==> src/rtl/ctrl_pipeline_pkg.sv <==
// Shared RV32I control-path types: opcodes, ALU/compare selects and the control word.
package rv32i_types;

    localparam int unsigned INSTR_W = 32;
    localparam int unsigned REG_W   = 5;

    localparam logic [6:0] FUNCT7_BASE  = 7'b0000000;
    localparam logic [6:0] FUNCT7_ALT   = 7'b0100000;
    localparam logic [6:0] RV32M_FUNCT7 = 7'b0000001;

    typedef enum logic [6:0] {
        op_lui   = 7'b0110111,
        op_auipc = 7'b0010111,
        op_jal   = 7'b1101111,
        op_jalr  = 7'b1100111,
        op_br    = 7'b1100011,
        op_load  = 7'b0000011,
        op_store = 7'b0100011,
        op_imm   = 7'b0010011,
        op_reg   = 7'b0110011,
        op_fence = 7'b0001111
    } rv32i_opcode;

    // Low half mirrors funct3 of the base ALU ops; high half mirrors funct3 of RV32M.
    typedef enum logic [3:0] {
        alu_add    = 4'b0000,
        alu_sll    = 4'b0001,
        alu_sra    = 4'b0010,
        alu_sub    = 4'b0011,
        alu_xor    = 4'b0100,
        alu_srl    = 4'b0101,
        alu_or     = 4'b0110,
        alu_and    = 4'b0111,
        alu_mul    = 4'b1000,
        alu_mulh   = 4'b1001,
        alu_mulhsu = 4'b1010,
        alu_mulhu  = 4'b1011,
        alu_div    = 4'b1100,
        alu_divu   = 4'b1101,
        alu_rem    = 4'b1110,
        alu_remu   = 4'b1111
    } alu_ops;

    typedef enum logic [2:0] {
        beq  = 3'b000,
        bne  = 3'b001,
        blt  = 3'b100,
        bge  = 3'b101,
        bltu = 3'b110,
        bgeu = 3'b111
    } branch_funct3;

    typedef struct packed {
        logic [6:0]       opcode;
        alu_ops           aluop;
        branch_funct3     cmpop;
        logic [2:0]       funct3;
        logic [REG_W-1:0] rd;
        logic [REG_W-1:0] rs1;
        logic [REG_W-1:0] rs2;
        logic             load_regfile;
        logic             mem_read;
        logic             mem_write;
        logic             uses_rs1;
        logic             uses_rs2;
        logic             is_m;
    } rv32i_control_word;

    // Base ALU op selected directly by funct3 (add/sll/xor/srl/or/and).
    function automatic alu_ops alu_from_funct3(input logic [2:0] f3);
        return alu_ops'({1'b0, f3});
    endfunction

endpackage

==> src/rtl/ctrl_pipeline_decode.sv <==
// Combinational RV32I(+M) decoder producing a control word and an illegal flag.
module ctrl_decode
    import rv32i_types::*;
#(
    parameter bit M_EXT = 1'b0
) (
    input  logic [INSTR_W-1:0] i_instr,
    output rv32i_control_word  o_ctrl,
    output logic               o_illegal
);

    logic [2:0] w_funct3;
    logic [6:0] w_funct7;

    assign w_funct3 = i_instr[14:12];
    assign w_funct7 = i_instr[31:25];

    // Field extraction, per-opcode control and legality; illegal words collapse to zero.
    always_comb begin
        o_ctrl        = '0;
        o_illegal     = 1'b0;
        o_ctrl.opcode = i_instr[6:0];
        o_ctrl.funct3 = w_funct3;
        o_ctrl.rd     = i_instr[11:7];
        o_ctrl.rs1    = i_instr[19:15];
        o_ctrl.rs2    = i_instr[24:20];

        case (rv32i_opcode'(i_instr[6:0]))
            op_lui, op_auipc, op_jal: begin
                o_ctrl.load_regfile = 1'b1;
            end
            op_jalr: begin
                o_ctrl.load_regfile = 1'b1;
                o_ctrl.uses_rs1     = 1'b1;
                o_illegal           = (w_funct3 != 3'b000);
            end
            op_br: begin
                o_ctrl.uses_rs1 = 1'b1;
                o_ctrl.uses_rs2 = 1'b1;
                o_ctrl.cmpop    = branch_funct3'(w_funct3);
                o_illegal       = (w_funct3 == 3'b010) || (w_funct3 == 3'b011);
            end
            op_load: begin
                o_ctrl.load_regfile = 1'b1;
                o_ctrl.mem_read     = 1'b1;
                o_ctrl.uses_rs1     = 1'b1;
                o_illegal           = (w_funct3 == 3'b011) || (w_funct3 > 3'b101);
            end
            op_store: begin
                o_ctrl.mem_write = 1'b1;
                o_ctrl.uses_rs1  = 1'b1;
                o_ctrl.uses_rs2  = 1'b1;
                o_illegal        = (w_funct3 > 3'b010);
            end
            op_imm: begin
                o_ctrl.load_regfile = 1'b1;
                o_ctrl.uses_rs1     = 1'b1;
                case (w_funct3)
                    3'b010:  o_ctrl.cmpop = blt;
                    3'b011:  o_ctrl.cmpop = bltu;
                    3'b001: begin
                        o_ctrl.aluop = alu_sll;
                        o_illegal    = (w_funct7 != FUNCT7_BASE);
                    end
                    3'b101: begin
                        o_ctrl.aluop = (w_funct7 == FUNCT7_ALT) ? alu_sra : alu_srl;
                        o_illegal    = (w_funct7 != FUNCT7_BASE) && (w_funct7 != FUNCT7_ALT);
                    end
                    default: o_ctrl.aluop = alu_from_funct3(w_funct3);
                endcase
            end
            op_reg: begin
                o_ctrl.load_regfile = 1'b1;
                o_ctrl.uses_rs1     = 1'b1;
                o_ctrl.uses_rs2     = 1'b1;
                if (w_funct7 == FUNCT7_BASE) begin
                    case (w_funct3)
                        3'b010:  o_ctrl.cmpop = blt;
                        3'b011:  o_ctrl.cmpop = bltu;
                        default: o_ctrl.aluop = alu_from_funct3(w_funct3);
                    endcase
                end else if (w_funct7 == FUNCT7_ALT) begin
                    case (w_funct3)
                        3'b000:  o_ctrl.aluop = alu_sub;
                        3'b101:  o_ctrl.aluop = alu_sra;
                        default: o_illegal    = 1'b1;
                    endcase
                end else if ((w_funct7 == RV32M_FUNCT7) && M_EXT) begin
                    o_ctrl.is_m  = 1'b1;
                    o_ctrl.aluop = alu_ops'({1'b1, w_funct3});
                end else begin
                    o_illegal = 1'b1;
                end
            end
            op_fence: begin
            end
            default: o_illegal = 1'b1;
        endcase

        if (o_ctrl.rd == '0) begin
            o_ctrl.load_regfile = 1'b0;
        end
        if (o_illegal) begin
            o_ctrl = '0;
        end
    end

endmodule

==> src/rtl/ctrl_pipeline.sv <==
// Decoded control word carried through NUM_STAGES valid-tagged pipeline registers.
module ctrl_pipeline
    import rv32i_types::*;
#(
    parameter int unsigned NUM_STAGES = 3,
    parameter int unsigned BR_STAGE   = 0,
    parameter bit          M_EXT      = 1'b0,
    parameter int unsigned CNT_W      = 32
) (
    input  logic                                clk,
    input  logic                                rst,
    input  logic                                id_valid_i,
    input  logic [INSTR_W-1:0]                  instr_i,
    input  logic                                stall_i,
    input  logic                                flush_i,
    output rv32i_control_word [NUM_STAGES-1:0]  ctrl_o,
    output logic [NUM_STAGES-1:0]               valid_o,
    output logic                                load_use_stall_o,
    output logic                                illegal_o,
    output logic [CNT_W-1:0]                    bubble_cnt_o
);

    rv32i_control_word                  w_dec;
    logic                               w_dec_illegal;
    logic                               w_rs1_hit;
    logic                               w_rs2_hit;
    logic                               w_accept;
    rv32i_control_word [NUM_STAGES-1:0] w_shift_ctrl;
    logic [NUM_STAGES-1:0]              w_shift_valid;
    rv32i_control_word [NUM_STAGES-1:0] w_nxt_ctrl;
    logic [NUM_STAGES-1:0]              w_nxt_valid;
    logic [CNT_W-1:0]                   w_nxt_cnt;

    rv32i_control_word [NUM_STAGES-1:0] r_ctrl;
    logic [NUM_STAGES-1:0]              r_valid;
    logic [CNT_W-1:0]                   r_bubble_cnt;

    ctrl_decode #(
        .M_EXT (M_EXT)
    ) u_decode (
        .i_instr   (instr_i),
        .o_ctrl    (w_dec),
        .o_illegal (w_dec_illegal)
    );

    assign illegal_o = id_valid_i && w_dec_illegal;

    // Load in stage 0 whose destination is a source of the instruction in ID.
    assign w_rs1_hit = w_dec.uses_rs1 && (w_dec.rs1 == r_ctrl[0].rd);
    assign w_rs2_hit = w_dec.uses_rs2 && (w_dec.rs2 == r_ctrl[0].rd);
    assign load_use_stall_o = id_valid_i && !flush_i && r_valid[0] && r_ctrl[0].mem_read &&
                              (r_ctrl[0].rd != '0) && (w_rs1_hit || w_rs2_hit);

    assign w_accept = id_valid_i && !illegal_o && !load_use_stall_o;

    // One-stage advance with a bubble shifted into stage 0.
    assign w_shift_ctrl  = {r_ctrl[NUM_STAGES-2:0], rv32i_control_word'('0)};
    assign w_shift_valid = {r_valid[NUM_STAGES-2:0], 1'b0};

    // Next-state selection: stall, then flush, then normal advance.
    always_comb begin
        w_nxt_ctrl  = r_ctrl;
        w_nxt_valid = r_valid;
        w_nxt_cnt   = r_bubble_cnt;
        if (stall_i) begin
            if (flush_i) begin
                for (int unsigned k = 0; k < NUM_STAGES; k++) begin
                    if (k < BR_STAGE) begin
                        w_nxt_ctrl[k]  = '0;
                        w_nxt_valid[k] = 1'b0;
                    end
                end
            end
        end else if (flush_i) begin
            w_nxt_ctrl  = w_shift_ctrl;
            w_nxt_valid = w_shift_valid;
            for (int unsigned k = 0; k < NUM_STAGES; k++) begin
                if (k <= BR_STAGE) begin
                    w_nxt_ctrl[k]  = '0;
                    w_nxt_valid[k] = 1'b0;
                end
            end
        end else begin
            w_nxt_ctrl  = w_shift_ctrl;
            w_nxt_valid = w_shift_valid;
            if (w_accept) begin
                w_nxt_ctrl[0]  = w_dec;
                w_nxt_valid[0] = 1'b1;
            end
            if (load_use_stall_o && (r_bubble_cnt != '1)) begin
                w_nxt_cnt = r_bubble_cnt + CNT_W'(1);
            end
        end
    end

    // Stage and counter registers with synchronous reset.
    always_ff @(posedge clk) begin
        if (rst) begin
            r_ctrl       <= '0;
            r_valid      <= '0;
            r_bubble_cnt <= '0;
        end else begin
            r_ctrl       <= w_nxt_ctrl;
            r_valid      <= w_nxt_valid;
            r_bubble_cnt <= w_nxt_cnt;
        end
    end

    assign ctrl_o       = r_ctrl;
    assign valid_o      = r_valid;
    assign bubble_cnt_o = r_bubble_cnt;

endmodule

==> config.mk <==
export PLATFORM = sky130hd
export DESIGN_NAME = ctrl_pipeline
export DESIGN_NICKNAME = d
export VERILOG_FILES = /design/src/rtl/ctrl_pipeline_pkg.sv /design/src/rtl/ctrl_pipeline_decode.sv /design/src/rtl/ctrl_pipeline.sv
export SDC_FILE = /design/constraint.sdc
export NUM_CORES = 1
export LEC_CHECK = 0
export ABC_AREA = 1
export ABC_CLOCK_PERIOD_IN_PS = 3450
export CELL_PAD_IN_SITES_DETAIL_PLACEMENT = 1
export CELL_PAD_IN_SITES_GLOBAL_PLACEMENT = 1
export CORE_MARGIN = 2
export CORE_UTILIZATION = 36
export DETAILED_ROUTE_END_ITERATION = 6
export PLACE_DENSITY = 0.89
export SLEW_MARGIN = 15
export SYNTH_ARGS = -nofsm -noshare
export SYNTH_HDL_FRONTEND = slang
export SYNTH_SLANG_ARGS = --single-unit
==> constraint.sdc <==
create_clock -name clk -period 3.45 [get_ports clk]
set_input_delay 0.345 -clock clk [delete_from_list [all_inputs] [get_ports clk]]
set_output_delay 0.345 -clock clk [all_outputs]
set_load 0.1 [all_outputs]
==> impl_metrics.json <==
{
  "avg_vias_per_cell": 5.178,
  "ios": 188,
  "core.rowCount": 50,
  "maxSlewViolCount": 0,
  "grt_overflow_total": 0,
  "synth_enable_flop_cells": 0,
  "drt_first_iter_violations": 389,
  "design.final.nets": 1203,
  "clk-insertion-delay-late_ns": 0.42,
  "hold_path.class": "in2reg",
  "ys_seq_elements": 143,
  "worst_slew_pin_slew_ns": 1.060,
  "cts_max_level": 4,
  "maxSlewHeadroom": 0.2913,
  "drive_above_1_share": 0.08319,
  "maxCapViolations": 0,
  "critical_path.most_common_cell": "nand2_1",
  "worst-r2r-setup-slack_ns": 0.58,
  "ant_nets": 0,
  "synthCells": 1004,
  "hold_ws_ns": 0.3529,
  "cp_slowest_stage_delay_ns": 0.45,
  "rr_startpoint": "bubble_cnt_o[4]",
  "cts.reportedPaths.clkPinSlew_ns": 0.06,
  "fin_crit_sh": 0.9427,
  "total_global_routing_track_utilization": 0.2298,
  "total_half_perimeter_wirelength_after_legalization_and_detailed_placement_um": 17450,
  "syn-mean-instance-area_um2": 6.835,
  "grt_pass1_wl_um": 36550,
  "cp.required_ns": 3.11,
  "part_of_the_yosys_area_used_for_sequential_elements": 0.4171,
  "worst_setup_path_end_kind": "primary output",
  "die_width_um": 142.1,
  "library_cell_with_the_largest_summed_area_after_synthesis": "dfxtp_1",
  "grt_start_max_net_pins": 107,
  "n_antenna_cell": 0,
  "timing.fmax_mhz": 307.5,
  "timing.final.setup_violations": 0,
  "yosys_warnings": 0,
  "synth_async_sr_flop_share": 0,
  "detail_route.first_pass.iterations": 5,
  "hold_path_startpoint": "instr_i[3]",
  "timing.setup.critical_path_class": "in2out",
  "area.growth.synth_to_final_pct": 37.63,
  "fin_setup_tns_ns": 0,
  "r2r_end": "bubble_cnt_o[31]",
  "core_region_area_um2": 18710,
  "dieArea_um2": 20180,
  "leakage_power_summed_over_all_cells_uw": 0.003786,
  "cp_max_fo": 31,
  "clock_path_buffers": 2,
  "place.port_buffers": 181,
  "grt_pass1_vias": 7010,
  "tritoncts": "built",
  "start_util": 0.3669,
  "gp_routability_congestion": 0.8618,
  "numCtsBuffers": 17,
  "worst_vdd_drop_mv": 0.2797,
  "outcome": "finished, final reports clean",
  "most-common-layout-cells": "nor2_1 (233), clkdlybuf4s50_1 (174), nand2_1 (169), dfxtp_1 (143), inv_1 (90)",
  "top_flip_flop_cell_by_instance_count_after_synthesis": "dfxtp_1",
  "routed_wire_length_per_instance_um": 16.69,
  "timing.final.hold_violations": 0,
  "post-cts-setup-buffer-count": 0,
  "yosysUniqueCellTypes": 39,
  "power.density_cell_area_nw_per_um2": 450.7,
  "remaining_design_rule_violation_count": 0,
  "clock_skew_ns": 0.009050,
  "start_kind": "primary input",
  "synth_largest_type_area_fraction": 0.4171,
  "critical_path_arrival_ns": 2.91,
  "ys_top_cells_by_area": "dfxtp_1 (42%), nor2_1 (13%), nand2_1 (9.2%), o21ai_0 (5.7%), inv_1 (5.0%)",
  "hold_depth": 3,
  "cts.sink_count": 143,
  "wirelength_um": 23570,
  "most_common_cell_after_layout_fill_and_taps_aside": "nor2_1",
  "whs_endpoint": "ctrl_o[34]",
  "via_count": 7311,
  "rsz0062_at_grt": "no",
  "die_height_um": 142.1,
  "placement.setup.worst_slack_ns": 0.08925,
  "syn_area_um2": 6863,
  "grt_antenna_before_repair": 0,
  "cp_slowest_cell": "clkdlybuf4s50_1",
  "finalWorstSetupSlack_ns": 0.1975,
  "path_cells": "clkdlybuf4s50_1, nand2_1, inv_2, nand3_1, nor2_1, nor2_1, nand3_1, nand2_2, nor2_4, buf_12, nand2_1, nand2_1, nand2_1, nor2_1, nand3_2, a21oi_4, buf_12",
  "cts-root-buf": "clkbuf_16",
  "period_needed_ns": 3.252,
  "reg2regPathDepth": 13
}
==> how the worst max path moves through the flow <==
stage	start	end
CTS	instr_i[3]	load_use_stall_o
global route	instr_i[1]	load_use_stall_o
detailed placement	instr_i[5]	bubble_cnt_o[1]
global placement	instr_i[3]	load_use_stall_o
finish	instr_i[1]	load_use_stall_o
floorplan	instr_i[1]	illegal_o
==> flip-flops by register name (all words and copies together), names as in the netlist <==
name	flops
ctrl_o	108
bubble_cnt_o	32
valid_o	3
==> timing repair <==
action                                  in CTS  in global routing
gates resized for setup                      0                  5
endpoints found under the setup margin       0                  1
hold buffers                                 0                  0
==> synthesized netlist by cell type, drive strengths merged, types with 2 or more instances <==
master,number
a21oi,48
buf,21
clkbuf,40
dfxtp,143
inv,99
nand2,174
nand3,56
nand4,48
nor2,239
nor3,17
nor3b,2
nor4,6
o2111ai,2
o21ai,78
o21bai,21
==> worst max-delay path, delay by kind of cell <==
family          cells  cell delay, ns
simple gates       12            1.36
buf+inv             4            0.94
compound gates      1            0.24
==> kinds of logic after synthesis <==
| group | Yosys count | share of synthesized area |
|---|---|---|
| and+or+nand+nor | 543 | 0.3548 |
| AOI/OAI and AO/OA | 155 | 0.1258 |
| xor gates and xnor gates | 1 | 0.001276 |
| buffers and inverters | 160 | 0.09863 |
| adders and majority gates | 1 | 0.001823 |
| DFF | 143 | 0.4171 |
| other | 1 | 0.0005464 |
==> where the power goes <==
part	internal, uW	switching [uW]
combinational	175	568
clock	959	824
sequential	1700	32.4
total	2830	1420
==> metrics by stage <==
step                instance area [um2]  instances    util  total power (uW)
finish                             9445       1412  0.5050              4257
global route                       9445       1412  0.5050              4400
floorplan                          6882       1009       -              2308
global placement                   8856       1380  0.4734              2495
detailed placement                 8856       1380  0.4734              2511
CTS                                9425       1412  0.5039              4283
==> cell type report <==
type | instances | area, um2
repair buffers | 198 | 1982
inverters | 99 | 371.6
flip-flops and latches | 143 | 2863
fillers | 2368 | 9260
clock buffers | 17 | 425.4
clock inverters | 15 | 143.9
well taps | 234 | 292.8
multi-input cells | 706 | 3367
==> metal layers <==
metal,vias up,share of wire,GRT usage
li1,3576,-,-
met5,-,0,0
met3,33,0.036,0.02927
met2,188,0.48,0.3903
met4,0,0.020,0.07263
met1,3514,0.46,0.3038
(Power assumes the default switching activity.)
